<file path="config.mk">
export PLATFORM = sky130hd
export DESIGN_NAME = multiplier_fp_pipe
export DESIGN_NICKNAME = d
export VERILOG_FILES = /design/src/rtl/multiplier_fp_pipe.sv
export SDC_FILE = /design/constraint.sdc
export NUM_CORES = 1
export LEC_CHECK = 0
export CAP_MARGIN = 0
export CORE_ASPECT_RATIO = 0.8
export CORE_MARGIN = 2
export CORE_UTILIZATION = 56
export CTS_CLUSTER_SIZE = 20
export DETAILED_ROUTE_END_ITERATION = 16
export PLACE_DENSITY = 0.76
export SLEW_MARGIN = 0
export SYNTH_ARGS = -nofsm -noshare
export SYNTH_HDL_FRONTEND = slang
export SYNTH_SLANG_ARGS = --single-unit
</file>
<file path="constraint.sdc">
create_clock -name clk -period 4.8 [get_ports clk]
set_input_delay 0.96 -clock clk [delete_from_list [all_inputs] [get_ports clk]]
set_output_delay 0.96 -clock clk [all_outputs]
set_load 0.005 [all_outputs]
</file>
<file path="src/rtl/multiplier_fp_pipe.sv">
`default_nettype none
// ============================================================================
//  Module   : multiplier_fp_pipe (with helper multiplier_nbit_full)
//  Brief    : Three-stage pipelined floating-point multiplier, RNE rounding,
//             DAZ/FTZ, valid/ready handshake, exception flags, sideband tag.
//  Revision : 1.0 - initial release
// ============================================================================

module multiplier_nbit_full #(
    parameter int N         = 5,
    parameter int IMPL_TYPE = 0
) (
    input  logic [N-1:0]   i_a,
    input  logic [N-1:0]   i_b,
    output logic [2*N-1:0] o_p
);
    generate
        if (IMPL_TYPE == 0) begin : g_behav
            assign o_p = {{N{1'b0}}, i_a} * {{N{1'b0}}, i_b};
        end else begin : g_shift_add
            always_comb begin
                o_p = '0;
                for (int i = 0; i < N; i++) begin
                    if (i_b[i]) o_p = o_p + ({{N{1'b0}}, i_a} << i);
                end
            end
        end
    endgenerate
endmodule

module multiplier_fp_pipe #(
    parameter int EXP_W     = 3,
    parameter int MAN_W     = 4,
    parameter int ID_W      = 4,
    parameter int IMPL_TYPE = 0
) (
    input  logic                     clk,
    input  logic                     rst,
    input  logic                     in_valid,
    output logic                     in_ready,
    input  logic [EXP_W+MAN_W:0]     in_a,
    input  logic [EXP_W+MAN_W:0]     in_b,
    input  logic [ID_W-1:0]          in_id,
    output logic                     out_valid,
    input  logic                     out_ready,
    output logic [EXP_W+MAN_W:0]     out_result,
    output logic [ID_W-1:0]          out_id,
    output logic [3:0]               out_flags
);
    localparam int c_w   = 1 + EXP_W + MAN_W;
    localparam int c_sig = MAN_W + 1;
    localparam int c_pw  = 2 * MAN_W + 2;
    localparam int c_ew  = EXP_W + 2;
    localparam logic [c_ew-1:0] c_bias    = c_ew'(2**(EXP_W-1) - 1);
    localparam logic [c_ew-1:0] c_exp_max = c_ew'(2**EXP_W - 1);

    logic w_adv;
    assign w_adv    = out_ready | ~out_valid;
    assign in_ready = w_adv;

    // ---------------- stage 1: unpack and classify ----------------
    logic [EXP_W-1:0] w_ea, w_eb;
    logic [MAN_W-1:0] w_ma, w_mb;
    logic             w_nan_a, w_nan_b, w_inf_a, w_inf_b, w_zero_a, w_zero_b;
    logic             w_inv, w_inf, w_zero;
    logic [c_ew-1:0]  w_esum;

    assign w_ea     = in_a[c_w-2 -: EXP_W];
    assign w_eb     = in_b[c_w-2 -: EXP_W];
    assign w_ma     = in_a[MAN_W-1:0];
    assign w_mb     = in_b[MAN_W-1:0];
    assign w_nan_a  = (&w_ea) & (|w_ma);
    assign w_nan_b  = (&w_eb) & (|w_mb);
    assign w_inf_a  = (&w_ea) & ~(|w_ma);
    assign w_inf_b  = (&w_eb) & ~(|w_mb);
    assign w_zero_a = ~(|w_ea);
    assign w_zero_b = ~(|w_eb);
    assign w_inv    = w_nan_a | w_nan_b | (w_zero_a & w_inf_b) | (w_inf_a & w_zero_b);
    assign w_inf    = (w_inf_a | w_inf_b) & ~w_inv;
    assign w_zero   = (w_zero_a | w_zero_b) & ~w_inv;
    assign w_esum   = {2'b00, w_ea} + {2'b00, w_eb} - c_bias;

    logic             r_s1_valid, r_s1_sign, r_s1_inv, r_s1_inf, r_s1_zero;
    logic [ID_W-1:0]  r_s1_id;
    logic [c_ew-1:0]  r_s1_esum;
    logic [c_sig-1:0] r_s1_siga, r_s1_sigb;

    // ---------------- stage 2: significand product ----------------
    logic [c_pw-1:0] w_prod;

    multiplier_nbit_full #(
        .N         (c_sig),
        .IMPL_TYPE (IMPL_TYPE)
    ) u_sig_mul (
        .i_a (r_s1_siga),
        .i_b (r_s1_sigb),
        .o_p (w_prod)
    );

    logic            r_s2_valid, r_s2_sign, r_s2_inv, r_s2_inf, r_s2_zero;
    logic [ID_W-1:0] r_s2_id;
    logic [c_ew-1:0] r_s2_esum;
    logic [c_pw-1:0] r_s2_prod;

    // ---------------- stage 3: normalise, round, pack ----------------
    logic             w_msb, w_guard, w_sticky, w_rnd_up, w_ovf, w_unf;
    logic [c_pw-2:0]  w_pn;
    logic [MAN_W-1:0] w_man;
    logic [MAN_W:0]   w_man_r;
    logic [c_ew-1:0]  w_exp_f;
    logic [c_w-1:0]   w_res;
    logic [3:0]       w_flags;

    // Leading one dropped: w_pn holds the fraction bits below the hidden bit.
    assign w_msb    = r_s2_prod[c_pw-1];
    assign w_pn     = w_msb ? r_s2_prod[c_pw-2:0] : {r_s2_prod[c_pw-3:0], 1'b0};
    assign w_man    = w_pn[c_pw-2 -: MAN_W];
    assign w_guard  = w_pn[MAN_W];
    assign w_sticky = |w_pn[MAN_W-1:0];
    assign w_rnd_up = w_guard & (w_sticky | w_man[0]);
    assign w_man_r  = {1'b0, w_man} + {{MAN_W{1'b0}}, w_rnd_up};
    // On mantissa carry-out the low bits are already zero.
    assign w_exp_f  = r_s2_esum + {{(c_ew-1){1'b0}}, w_msb} + {{(c_ew-1){1'b0}}, w_man_r[MAN_W]};
    assign w_ovf    = ~w_exp_f[c_ew-1] & (w_exp_f >= c_exp_max);
    assign w_unf    = w_exp_f[c_ew-1] | (w_exp_f == '0);

    always_comb begin
        w_res   = '0;
        w_flags = 4'b0000;
        if (r_s2_inv) begin
            w_res   = {r_s2_sign, {EXP_W{1'b1}}, {MAN_W{1'b1}}};
            w_flags = 4'b1000;
        end else if (r_s2_inf) begin
            w_res   = {r_s2_sign, {EXP_W{1'b1}}, {MAN_W{1'b0}}};
        end else if (r_s2_zero) begin
            w_res   = {r_s2_sign, {(c_w-1){1'b0}}};
        end else if (w_ovf) begin
            w_res   = {r_s2_sign, {EXP_W{1'b1}}, {MAN_W{1'b0}}};
            w_flags = 4'b0101;
        end else if (w_unf) begin
            w_res   = {r_s2_sign, {(c_w-1){1'b0}}};
            w_flags = 4'b0011;
        end else begin
            w_res   = {r_s2_sign, w_exp_f[EXP_W-1:0], w_man_r[MAN_W-1:0]};
            w_flags = {3'b000, w_guard | w_sticky};
        end
    end

    logic             r_out_valid;
    logic [c_w-1:0]   r_out_result;
    logic [ID_W-1:0]  r_out_id;
    logic [3:0]       r_out_flags;

    always_ff @(posedge clk) begin
        if (rst) begin
            r_s1_valid   <= 1'b0;
            r_s2_valid   <= 1'b0;
            r_out_valid  <= 1'b0;
            r_out_result <= '0;
            r_out_id     <= '0;
            r_out_flags  <= '0;
        end else if (w_adv) begin
            r_s1_valid   <= in_valid;
            r_s1_id      <= in_id;
            r_s1_sign    <= in_a[c_w-1] ^ in_b[c_w-1];
            r_s1_inv     <= w_inv;
            r_s1_inf     <= w_inf;
            r_s1_zero    <= w_zero;
            r_s1_esum    <= w_esum;
            r_s1_siga    <= {1'b1, w_ma};
            r_s1_sigb    <= {1'b1, w_mb};

            r_s2_valid   <= r_s1_valid;
            r_s2_id      <= r_s1_id;
            r_s2_sign    <= r_s1_sign;
            r_s2_inv     <= r_s1_inv;
            r_s2_inf     <= r_s1_inf;
            r_s2_zero    <= r_s1_zero;
            r_s2_esum    <= r_s1_esum;
            r_s2_prod    <= w_prod;

            r_out_valid  <= r_s2_valid;
            r_out_result <= w_res;
            r_out_id     <= r_s2_id;
            r_out_flags  <= w_flags;
        end
    end

    assign out_valid  = r_out_valid;
    assign out_result = r_out_result;
    assign out_id     = r_out_id;
    assign out_flags  = r_out_flags;
endmodule

`default_nettype wire

</file>
Yosys cells after proc, flatten, opt, wreduce, memory -nomap -nowiden --
Index checks and enable logic that the tools add are counted.
Word-level totals: bits in registers 63, input bits 24, output and inout bits 18, logic and storage cells 76
Operators by class: add/subtract/negate cells 5, multipliers 1, magnitude comparators 1, mux-type cells 11, bitwise gates (word level) 28, reductions and logical operators 9
Operators by type and width (count):
- 2-to-1 mux 7 bit | 5
- OR reduction 4 bit | 3
- adder 5 x 1 -> 5 bit | 2
- AND 1 bit | 10
- multiplier 5 x 5 -> 10 bit | 1
- 2-to-1 mux 3 bit | 3
- 2-to-1 mux 9 bit | 1
- OR 1 bit | 9
- inverter 1 bit | 8
- AND reduction 3 bit | 2
- OR reduction 3 bit | 2
- adder 4 x 1 -> 5 bit | 1
- greater-or-equal comparator 5 x 3 -> 1 bit (second input constant) | 1
- logical NOT 5 bit | 1
- subtractor 4 x 2 -> 5 bit (second input constant) | 1
- adder 3 x 3 -> 4 bit | 1
- 2-to-1 mux 4 bit | 1
- 2-to-1 mux 2 bit | 1
- AND reduction 2 bit | 1
- bitwise XOR 1 bit | 1

Logic depth before layout (Yosys ltp) --
depth after elaboration 13, mapped depth 13, depth with buffers taken out 11

Modules after synthesis --
A second synthesis with hierarchy kept.
Second synthesis, totals: cell total of the unflattened synthesis 311, area total of the unflattened synthesis 3414.5 µm²
Modules (own cells, without submodules):
- multiplier_fp_pipe | instances 1, cells an instance 220, area each 2631.3 µm², seq. area each 1701.6 µm²
- multiplier_nbit_full | instances 1, cells an instance 91, area each 783.3 µm², seq. area each 0.0 µm²

Worst setup path after synthesis --
No wires, ideal clock.
path type in2reg, start point in out_ready, end point reg r_s1_esum[0] (enable), library setup time 0.446 ns, data arrival time 3.192 ns, required time 4.354 ns, setup slack 1.162 ns, cell stages on the path 4, path buffers 2, cells stage by stage nor2b_2 -> buf_6 -> clkbuf_1 -> nor2_1
Between the ends: word-level cells in the longest chain between the ends 2
RTL lines:
- from (decl) | line 45 | input logic out_ready,
- OR 1 bit | line 58 | assign w_adv = out_ready | ~out_valid;
- AND reduction 2 bit (no line)
- to (signal assigned) | line 169 | r_s1_esum <= w_esum;
- to (decl) | line 85 | logic [c_ew-1:0] r_s1_esum;
Every way passes these cells. A chain may end at the register's enable or synchronous reset.

Worst setup path after layout --
start point reg r_s1_siga[1], end point reg r_s2_prod[8], data pin
Between the ends: word-level cells in the longest chain between the ends 1
RTL lines:
- from (decl) | line 86 | logic [c_sig-1:0] r_s1_siga, r_s1_sigb;
- from (signal assigned) | line 170 | r_s1_siga <= {1'b1, w_ma};
- multiplier 5 x 5 -> 10 bit | line 19 | assign o_p = {{N{1'b0}}, i_a} * {{N{1'b0}}, i_b};
- named net u_sig_mul.o_p[8] | line 15 | output logic [2*N-1:0] o_p
- to (signal assigned) | line 180 | r_s2_prod <= w_prod;
- to (decl) | line 103 | logic [c_pw-1:0] r_s2_prod;
The timed path passes the listed nets, and every way through them passes these cells.

==> results.py <==
metrics = {
    "floorplanning": {
        "io_pins": 42,
        "start_util": 0.576,
        "placement_rows": 25,
        "die_height_microns": 73.6,
        "die_width_microns": 91.0,
        "die-area_sq_um": 6690,
        "floorplan.core_area_sq_um": 5880,
    },
    "drt": {
        "routed_wirelength_microns": 5570,
        "drt_first_iter_violations": 89,
        "num_vias": 2267,
        "drt_first_pass_iters": 4,
        "route.detailed.drc": 0,
        "via_density_per_instance": 5.27,
        "wl_per_cell_microns": 13.0,
        "drtAntennaViolNets": 0,
    },
    "sta": {
        "max_slew_headroom_at_the_worst_pin": 0.475,
        "finalWorstPathRequiredPeriod_ps": 3550,
        "max_freq_mhz": 282,
        "setup-violations-final": 0,
        "transition_at_the_pin_with_the_smallest_max_transition_slack_ps": 786,
        "timing_hold_violations_final": 0,
        "fin_tns_setup_ps": 0,
        "grt_setup_unrepaired": "no",
        "max_slew_violations": 0,
        "finalCritPeriodShare": 0.739,
        "clock-skew-final_ps": 8.18,
    },
    "clock_network": {
        "clock_sinks": 63,
        "numCtsBuffers": 9,
        "cts_tree": "done",
        "clk_pin_slew_worst_paths_ps": 70,
        "h-tree-depth": 3,
        "post_cts_resized": 0,
        "cts-root-to-sink-buffers": 2,
        "cts-root-buf": "clkbuf_8",
        "clock_latency_at_the_later_pin_of_the_worst_skew_pair_ps": 340,
        "ctsHoldBuffers": 0,
        "post-cts-setup-buffer-count": 0,
    },
    "power": {
        "power.leakage_nw": 1.65,
        "power.net_switching_mw": 0.425,
        "power.share.combinational": 0.213,
        "irDropWorstVdd_mv": 0.225,
        "power_frac_seq": 0.453,
        "p_int_mw": 1.12,
        "power_per_cell_area_nw_per_um2": 376,
        "netSwitchingFraction": 0.276,
        "clockPowerShare": 0.335,
    },
    "grt": {
        "number_of_antenna_violations_at_the_first_check_in_global_routing": 0,
        "groute.usage.overall": 0.182,
        "vias_in_the_first_global_route": 2116,
        "grt_max_degree": 26,
        "globalRoute.totalOverflow": 0,
        "grt_first_pass_wirelength_microns": 9440,
    },
    "yosys": {
        "post_synth.cell_area_avg_sq_um": 11.3,
        "synth_seq_area_share": 0.502,
        "synth-main-ff-cell": "edfxtp_1",
        "netlist_instances": 299,
        "async_flop_share": 0,
        "synth-warning-count": 0,
        "synth_area_leader_cell": "edfxtp_1",
        "synth_seq_cells": 63,
        "synth_enable_flop_cells": 44,
        "yosys-top-cells-area": "edfxtp_1, dfxtp_1, ha_1, fa_1, inv_1",
        "synth_area_sq_um": 3390,
        "netlist-cell-type-count": 53,
        "synth.top_cell.area_share": 0.390,
        "syn-num-nets": 358,
    },
    "cells_and_area": {
        "post_layout_nonfiller_instances": 430,
        "layout.nets": 403,
        "post_route_cells_drive_above_1_share": 0.0831,
        "finalCoreUtilization": 0.697,
        "num_antenna_cells": 0,
        "synthToLayoutAreaGrowth_pct": 20.9,
    },
    "setup_path": {
        "arrival_ps": 3630,
        "timing.setup.critical_path_class": "reg2reg",
        "critical_path.startpoint_type": "register",
        "required_ps": 4890,
        "regToRegSetupSlack_ps": 1250,
        "critical_path.max_fanout": 5,
        "type_of_destination_of_the_critical_path": "register",
    },
    "place": {
        "port-buffer-count": 41,
        "gp_routability_congestion": 0.815,
        "place_hpwl_microns": 4150,
        "numPlacedInstances": 414,
    },
    "min_path": {
        "hold_class": "reg2reg",
    },
    "flow_run": {
        "max_cap_violations": 0,
    },
    "run_status": {
        "run_status": "completed",
    },
}
[worst paths after layout]
kind	from	endpoint	cells after the start
setup / recovery	r_s1_siga[1]$_DFFE_PP_	r_s2_prod[8]$_DFFE_PP_	11
setup reg to reg	r_s1_siga[1]$_DFFE_PP_	r_s2_prod[8]$_DFFE_PP_	11
hold / removal	r_s1_inv$_DFFE_PP_	r_s2_inv$_DFFE_PP_	0
hold reg to reg	r_s1_inv$_DFFE_PP_	r_s2_inv$_DFFE_PP_	0
[state kept, by name, summed over array words and instances (netlist names), 4 cells and up]
name	cells
r_s1_esum	5
r_s1_sigb	4
r_s2_id	4
r_s1_siga	4
out_result	8
r_s1_id	4
r_s2_esum	5
out_id	4
r_s2_prod	10
out_flags	4
[area by class of cell]
type / instances / area [sq um]
repair buffers: 43 / 425
inverters: 30 / 113
flip-flops and latches: 63 / 1700
clock inverters: 5 / 60.1
well taps: 81 / 101
clock buffers: 11 / 174
multi-input cells: 197 / 1520
fillers: 440 / 1780
[metal layers]
layer | global-route usage | part of all wire | up-vias
met3 | 0.0626 | 0.057 | 11
met4 | 0.0606 | 0.013 | 0
met2 | 0.300 | 0.47 | 54
li1 | - | - | 1161
met1 | 0.228 | 0.46 | 1041
met5 | 0 | 0 | -
[cells in the mapped netlist, types with 7 or more instances]
library cell	n
a211oi_1	7
a21oi_1	17
and2_1	15
dfxtp_1	19
edfxtp_1	44
fa_1	11
ha_1	24
inv_1	30
nand2_1	24
nor2_1	16
xor2_1	7
[metrics by stage]
stage                     worst slack [ps]  area, sq um  total power [mW]  hold slack, ps
after global routing                  1130         4100              1.63             423
after detailed placement              1230         3860              1.04             405
final                                 1250         4100              1.54             415
after CTS                             1230         4100              1.55             415
after global placement                1330         3860              1.03             401
after floorplan                       1160         3390             0.937             400
[placed cells by master (no fill, tap or decap), types with 2 or more instances in the layout]
master / instances
xor2_1: 7
or4_1: 5
nand3_1: 5
xnor2_1: 4
o31ai_1: 2
edfxtp_1: 44
nor2_1: 15
and3_1: 2
nand2b_1: 2
o21ai_0: 6
dfxtp_1: 19
buf_4: 2
o22ai_1: 6
a211oi_1: 7
mux2i_1: 3
and2_1: 15
o211ai_1: 2
and3_2: 2
nor3_1: 6
ha_1: 24
clkbuf_16: 2
a21oi_1: 17
clkbuf_8: 9
nand2_1: 24
clkdlybuf4s50_1: 41
o21bai_1: 3
fa_1: 11
nand4b_1: 2
nand4_1: 3
a221oi_1: 2
inv_1: 30
[logic make-up after synthesis]
group,share of synthesized area
simple gates,0.144
compound gates,0.109
xor+xnor,0.0284
fa+ha+maj,0.154
buf+inv,0.0509
flops,0.502
mux,0.0122
[power groups by stage]
stage | logic, mW | registers, mW | clock network, mW
3_3_place_gp | 0.316 | 0.709 | 0
3_5_place_dp | 0.325 | 0.710 | 0
5_1_grt | 0.373 | 0.706 | 0.555
6_report | 0.328 | 0.698 | 0.516
4_1_cts | 0.328 | 0.698 | 0.527
2_1_floorplan | 0.244 | 0.693 | 0
[worst max-delay path, cell delays in order (launching register included)]
cell and delay [ps]:
edfxtp_1 460, and2_1 190, fa_1 510, inv_1 60
fa_1 490, fa_1 510, inv_1 40, ha_1 340
a21o_1 180, a21oi_1 270, or4_1 160, nand4_1 80
No activity file was read; power rests on OpenSTA's default activity.
